[src/rtl/cpu_run_ctrl_pkg.sv]
// Shared definitions for the CPU run controller: state encodings,
// halt-cause codes and the breakpoint-disable value also used by the PDU.
package cpu_run_ctrl_pkg;

    typedef enum logic [1:0] {
        ST_IDLE = 2'd0,
        ST_RUN  = 2'd1,
        ST_STEP = 2'd2,
        ST_HALT = 2'd3
    } run_state_e;

    localparam logic [1:0] CAUSE_NONE = 2'b00;
    localparam logic [1:0] CAUSE_BP   = 2'b01;
    localparam logic [1:0] CAUSE_USER = 2'b10;
    localparam logic [1:0] CAUSE_STEP = 2'b11;

    // A breakpoint register holding this value means "no breakpoint".
    localparam logic [31:0] BP_DISABLE_DEFAULT = 32'hFFFF_FFFF;

endpackage

[src/rtl/cpu_run_ctrl_edge_rise.sv]
// Registered rising-edge detector: rise is high in the cycle where sig_in
// is high and was low at the previous clock edge.
module cpu_run_ctrl_edge_rise (
    input  logic clk,
    input  logic rstn,
    input  logic sig_in,
    output logic rise
);

    logic sig_q;
    logic sig_d;

    // Next value of the delayed copy is simply the current input.
    always_comb begin
        sig_d = sig_in;
    end

    // Delayed copy of the input, cleared by reset so a level held high
    // across reset release counts as a fresh edge.
    always_ff @(posedge clk or negedge rstn) begin
        if (!rstn) begin
            sig_q <= 1'b0;
        end else begin
            sig_q <= sig_d;
        end
    end

    assign rise = sig_in & ~sig_q;

endmodule

[src/rtl/cpu_run_ctrl.sv]
// CPU run controller: converts PDU run/step/breakpoint controls into a
// per-cycle CPU clock enable, halts before a breakpoint instruction executes,
// reports the halt cause with a one-cycle cpu_stop pulse, and counts enabled
// cycles.
module cpu_run_ctrl
    import cpu_run_ctrl_pkg::*;
#(
    parameter logic [31:0] BP_DISABLE = BP_DISABLE_DEFAULT,
    parameter int          CNT_W      = 32
) (
    input  logic             clk,
    input  logic             rstn,
    input  logic             pdu_run,
    input  logic             pdu_step,
    input  logic [31:0]      pdu_breakpoint,
    input  logic [31:0]      current_pc,
    input  logic             cnt_clr,
    output logic             cpu_ce,
    output logic             cpu_stop,
    output logic             halted,
    output logic [1:0]       halt_cause,
    output logic [CNT_W-1:0] run_cycles
);

    run_state_e       state_q, state_d;
    logic             skip_q, skip_d;
    logic [1:0]       cause_q, cause_d;
    logic             stop_q, stop_d;
    logic             halted_q, halted_d;
    logic [CNT_W-1:0] cnt_q, cnt_d;

    logic run_rise;
    logic pc_match;
    logic bp_hit;
    logic ce;

    cpu_run_ctrl_edge_rise u_run_edge (
        .clk    (clk),
        .rstn   (rstn),
        .sig_in (pdu_run),
        .rise   (run_rise)
    );

    // Breakpoint compare and clock enable. The enable drops in the very cycle
    // the PC reaches the breakpoint, so that instruction never executes.
    // skip masks the compare once after resuming from that same PC.
    always_comb begin
        pc_match = (current_pc == pdu_breakpoint);
        bp_hit   = pc_match & (pdu_breakpoint != BP_DISABLE) & ~skip_q;
        ce       = ((state_q == ST_RUN) & pdu_run & ~bp_hit) | (state_q == ST_STEP);
    end

    // Next-state, skip, cause, stop-pulse and counter logic.
    always_comb begin
        state_d = state_q;
        cause_d = cause_q;
        skip_d  = skip_q;
        stop_d  = 1'b0;

        // Once the PC moves off the breakpoint, the resume mask is spent.
        if (skip_q && !pc_match) begin
            skip_d = 1'b0;
        end

        case (state_q)
            ST_IDLE, ST_HALT: begin
                // Run edge beats a coincident step; a held-high run does nothing.
                if (run_rise) begin
                    state_d = ST_RUN;
                    skip_d  = pc_match;
                end else if (pdu_step) begin
                    state_d = ST_STEP;
                end
            end
            ST_RUN: begin
                // User stop outranks a breakpoint in the same cycle.
                if (!pdu_run) begin
                    state_d = ST_HALT;
                    cause_d = CAUSE_USER;
                    stop_d  = 1'b1;
                end else if (bp_hit) begin
                    state_d = ST_HALT;
                    cause_d = CAUSE_BP;
                    stop_d  = 1'b1;
                end
            end
            ST_STEP: begin
                state_d = ST_HALT;
                cause_d = CAUSE_STEP;
                stop_d  = 1'b1;
            end
            default: begin
                state_d = ST_IDLE;
            end
        endcase

        halted_d = (state_d == ST_IDLE) || (state_d == ST_HALT);

        // Clear wins over a coincident increment; the add wraps naturally.
        if (cnt_clr) begin
            cnt_d = '0;
        end else if (ce) begin
            cnt_d = cnt_q + CNT_W'(1);
        end else begin
            cnt_d = cnt_q;
        end
    end

    // State and registered outputs; reset forces IDLE, which also drops cpu_ce
    // immediately and suppresses any cpu_stop pulse.
    always_ff @(posedge clk or negedge rstn) begin
        if (!rstn) begin
            state_q  <= ST_IDLE;
            skip_q   <= 1'b0;
            cause_q  <= CAUSE_NONE;
            stop_q   <= 1'b0;
            halted_q <= 1'b1;
            cnt_q    <= '0;
        end else begin
            state_q  <= state_d;
            skip_q   <= skip_d;
            cause_q  <= cause_d;
            stop_q   <= stop_d;
            halted_q <= halted_d;
            cnt_q    <= cnt_d;
        end
    end

    assign cpu_ce     = ce;
    assign cpu_stop   = stop_q;
    assign halted     = halted_q;
    assign halt_cause = cause_q;
    assign run_cycles = cnt_q;

endmodule
[config.mk]
export PLATFORM = sky130hd
export DESIGN_NAME = cpu_run_ctrl
export DESIGN_NICKNAME = d
export VERILOG_FILES = /design/src/rtl/cpu_run_ctrl_pkg.sv /design/src/rtl/cpu_run_ctrl_edge_rise.sv /design/src/rtl/cpu_run_ctrl.sv
export SDC_FILE = /design/constraint.sdc
export NUM_CORES = 1
export LEC_CHECK = 0
export ABC_AREA = 1
export CORE_ASPECT_RATIO = 1.25
export CORE_UTILIZATION = 47
export DETAILED_ROUTE_END_ITERATION = 10
export PLACE_DENSITY = 0.81
export SLEW_MARGIN = 20
export SYNTH_ARGS = -nofsm -noshare
export SYNTH_HDL_FRONTEND = slang
export SYNTH_SLANG_ARGS = --single-unit
[constraint.sdc]
create_clock -name clk -period 2 [get_ports clk]
set_input_delay 0.5 -clock clk [delete_from_list [all_inputs] [get_ports clk]]
set_output_delay 0.5 -clock clk [all_outputs]
set_load 0.1 [all_outputs]
==> metrics.md <==
| Metric | Value |
|---|---|
| Routed wire per std cell | 15.6 um |
| Final worst path period share | 1.08 |
| TNS Setup | -0.159 ns |
| Die ar. | 7460 um2 |
| CTS buffer count | 5 |
| Post-Route WL | 10800 um |
| Total power | 0.00326 W |
| CP Capture Type | output port |
| Final setup fails | 1 |
| Total number of vias | 3719 |
| R2R Setup Slk | 0.19 ns |
| Die H | 96.3 um |
| Slew @ Worst Pin | 0.415 ns |
| Seq/Total Area, Yosys | 0.300 |
| Inserted Diodes | 0 |
| Synth Area per Inst | 7.01 um2 |
| Worst setup margin | -0.159 ns |
| Commonest non-fill, non-tap cell in the layout | nand2_1 |
| Final min period | 2.16 ns |
| CP required | 1.50 ns |
| RSZ-0062 raised after global routing | yes |
| Synth Register Bits | 40 |
| CTS root buf | clkbuf_8 |
| Clock Skew | 0.0111 ns |
| Netlist Area Pre-Place | 3340 um2 |
| IO Pins | 106 |
| Pwr Density | 656 nW/um2 |
| DIE WIDTH | 77.5 um |
| Slew Limit Fails | 0 |
| GRT Residual Overflow | 0 |
| Failing checks | setup timing |
| Core area | 6930 um2 |
| Port Buffers | 105 |
| Post-route antenna net violation count | 0 |
| Yosys warnings | 0 |
| H-tree depth | 2 |
| Vias in the first global route | 3712 |
| First-pass GRT wire length | 17200 um |
| Detailed Place HPWL | 7990 um |
| Ranking of synthesized cells by area | dfrtp_1, nand2_1, xnor2_1 |
| TritonCTS clock tree | done |
| CP Launch Type | primary input |
| Clk Latency, worst-skew pair | 0.31 ns |
| Most frequent cells in the layout | nand2_1, nor2_1, buf_2 |
| Final hold viol count | 0 |
| Total GRT Usage | 0.298 |
| DP Worst Slack | -0.588 ns |
| Drt drc | 0 |
| Status | finished with violations |
| Max-cap violations | 0 |
| Initial Util | 0.482 |
| Clock-pin slew on the worst setup and hold paths | 0.08 ns |
| Finished Cell Area | 4970 um2 |
| Lkg Pwr | 2.37 nW |
| Final weighted congestion in routability-driven placement | 0.932 |
| Syn nets | 549 |
| Max Clk Rate | 463 MHz |
| Worst VDD drop | 723 uV |
| Initial DRC count | 199 |
| Slew Limit Headroom | 0.723 |
| Most area-hungry cell type in the Yosys netlist | dfrtp_1 |
| Class of the worst hold path | primary input to asynchronous set/reset pin |
| Drt pass-1 iters | 5 |
| Largest net degree at the start of global routing | 65 |
| Nets | 673 |
| CP Class | primary input to output port |
| Fin Hold WS | 0.114 ns |
| CTS Sinks | 40 |
| Area grow syn2layout | 48.7% |
| Netlist cell types | 32 |
| Initial antenna violation count | 0 |
| Placed Area | 4890 um2 |
| Share of layout cells above drive strength 1 | 0.352 |
| Max FO, Critical Path | 2 |
| Via density | 5.37 |
| WP data arrival | 1.66 ns |
| Synth top area share | 0.292 |
| Mapped Cells | 477 |
| Row count | 34 |
| Max clock buf depth | 2 |
[sequential cells by signal, indices dropped and copies added, names as in the netlist]
name / flops
run_cycles: 32
halt_cause: 2
state_q: 2
cpu_stop: 1
halted: 1
skip_q: 1
u_run_edge.sig_q: 1
[Yosys cell counts]
| cell | count |
|---|---|
| nand2_1 | 157 |
| nand3b_4 | 3 |
| nand3_4 | 1 |
| buf_4 | 4 |
| nand3b_1 | 23 |
| buf_1 | 1 |
| nor2_2 | 2 |
| nor3_4 | 1 |
| nor3_2 | 4 |
| clkbuf_1 | 6 |
| xor2_1 | 21 |
| buf_6 | 3 |
| xnor2_1 | 30 |
| or2_2 | 2 |
| nand3_1 | 14 |
| inv_1 | 48 |
| buf_2 | 1 |
| nor2_1 | 48 |
| nor2_4 | 1 |
| nand2_4 | 2 |
| o211a_1 | 1 |
| a21oi_1 | 1 |
| inv_2 | 1 |
| nand2_2 | 3 |
| and3_1 | 1 |
| ha_1 | 3 |
| dfstp_2 | 1 |
| nor3_1 | 13 |
| nand4_1 | 35 |
| nand3_2 | 3 |
| dfrtp_1 | 39 |
| o21ai_0 | 4 |
[kinds of logic after synthesis]
group | synth area share
flops | 0.300
xor+xnor | 0.134
fa+ha+maj | 0.0112
simple gates | 0.462
compound gates | 0.0105
buf+inv | 0.0834
[final cells by class]
type | instances | area [um2]
Inverter | 49 | 184
Tap cell | 90 | 113
Clock inverter | 2 | 12.5
Clock buffer | 6 | 72.6
Multi-Input combinational cell | 373 | 2140
Fill cell | 523 | 1960
Sequential cell | 40 | 1030
Timing Repair Buffer | 132 | 1420
[power breakdown]
group          internal [W]  switching, W
sequential         0.000900     0.0000901
clock              0.000244      0.000298
combinational      0.000562       0.00117
[worst max-delay path, stage by stage]
cell	delay, ns
buf_2	0.13
xnor2_2	0.17
nand2_1	0.07
nor2_1	0.14
nand2_1	0.09
nor2_2	0.12
nand3_2	0.12
nand2_4	0.09
nand2_4	0.06
buf_12	0.16
[layer usage]
layer  global-route usage  wire [um]  up-vias
met5                    0          0        -
met3               0.0455        540       33
li1                     -          -     1780
met4                0.142        361        0
met2                0.572       5870      138
met1                0.319       4000     1768
[per-stage QoR]
stage / std cells / utilization
6_report: 692 / 0.717
5_1_grt: 692 / 0.717
4_1_cts: 688 / 0.707
3_5_place_dp: 667 / 0.706
3_3_place_gp: 667 / 0.706
2_1_floorplan: 477 / -
[worst paths after layout]
check,depth (start not counted),end,start
setup reg to reg,9,run_cycles[28],run_cycles[1]
hold / removal,1,run_cycles[21],rstn
hold reg to reg,1,skip_q,skip_q
max in group asynchronous,2,halted,rstn
min in group clk,1,skip_q,skip_q
setup / recovery,10,cpu_ce,pdu_breakpoint[13]
[what timing repair did]
action                                  4_1_cts  5_1_grt
endpoints found under the setup margin       35        1
hold buffers                                  0        0
buffers inserted                             13        4
resized for setup                           274       25
pin swaps                                    57       20
(Power assumes the default switching activity.)
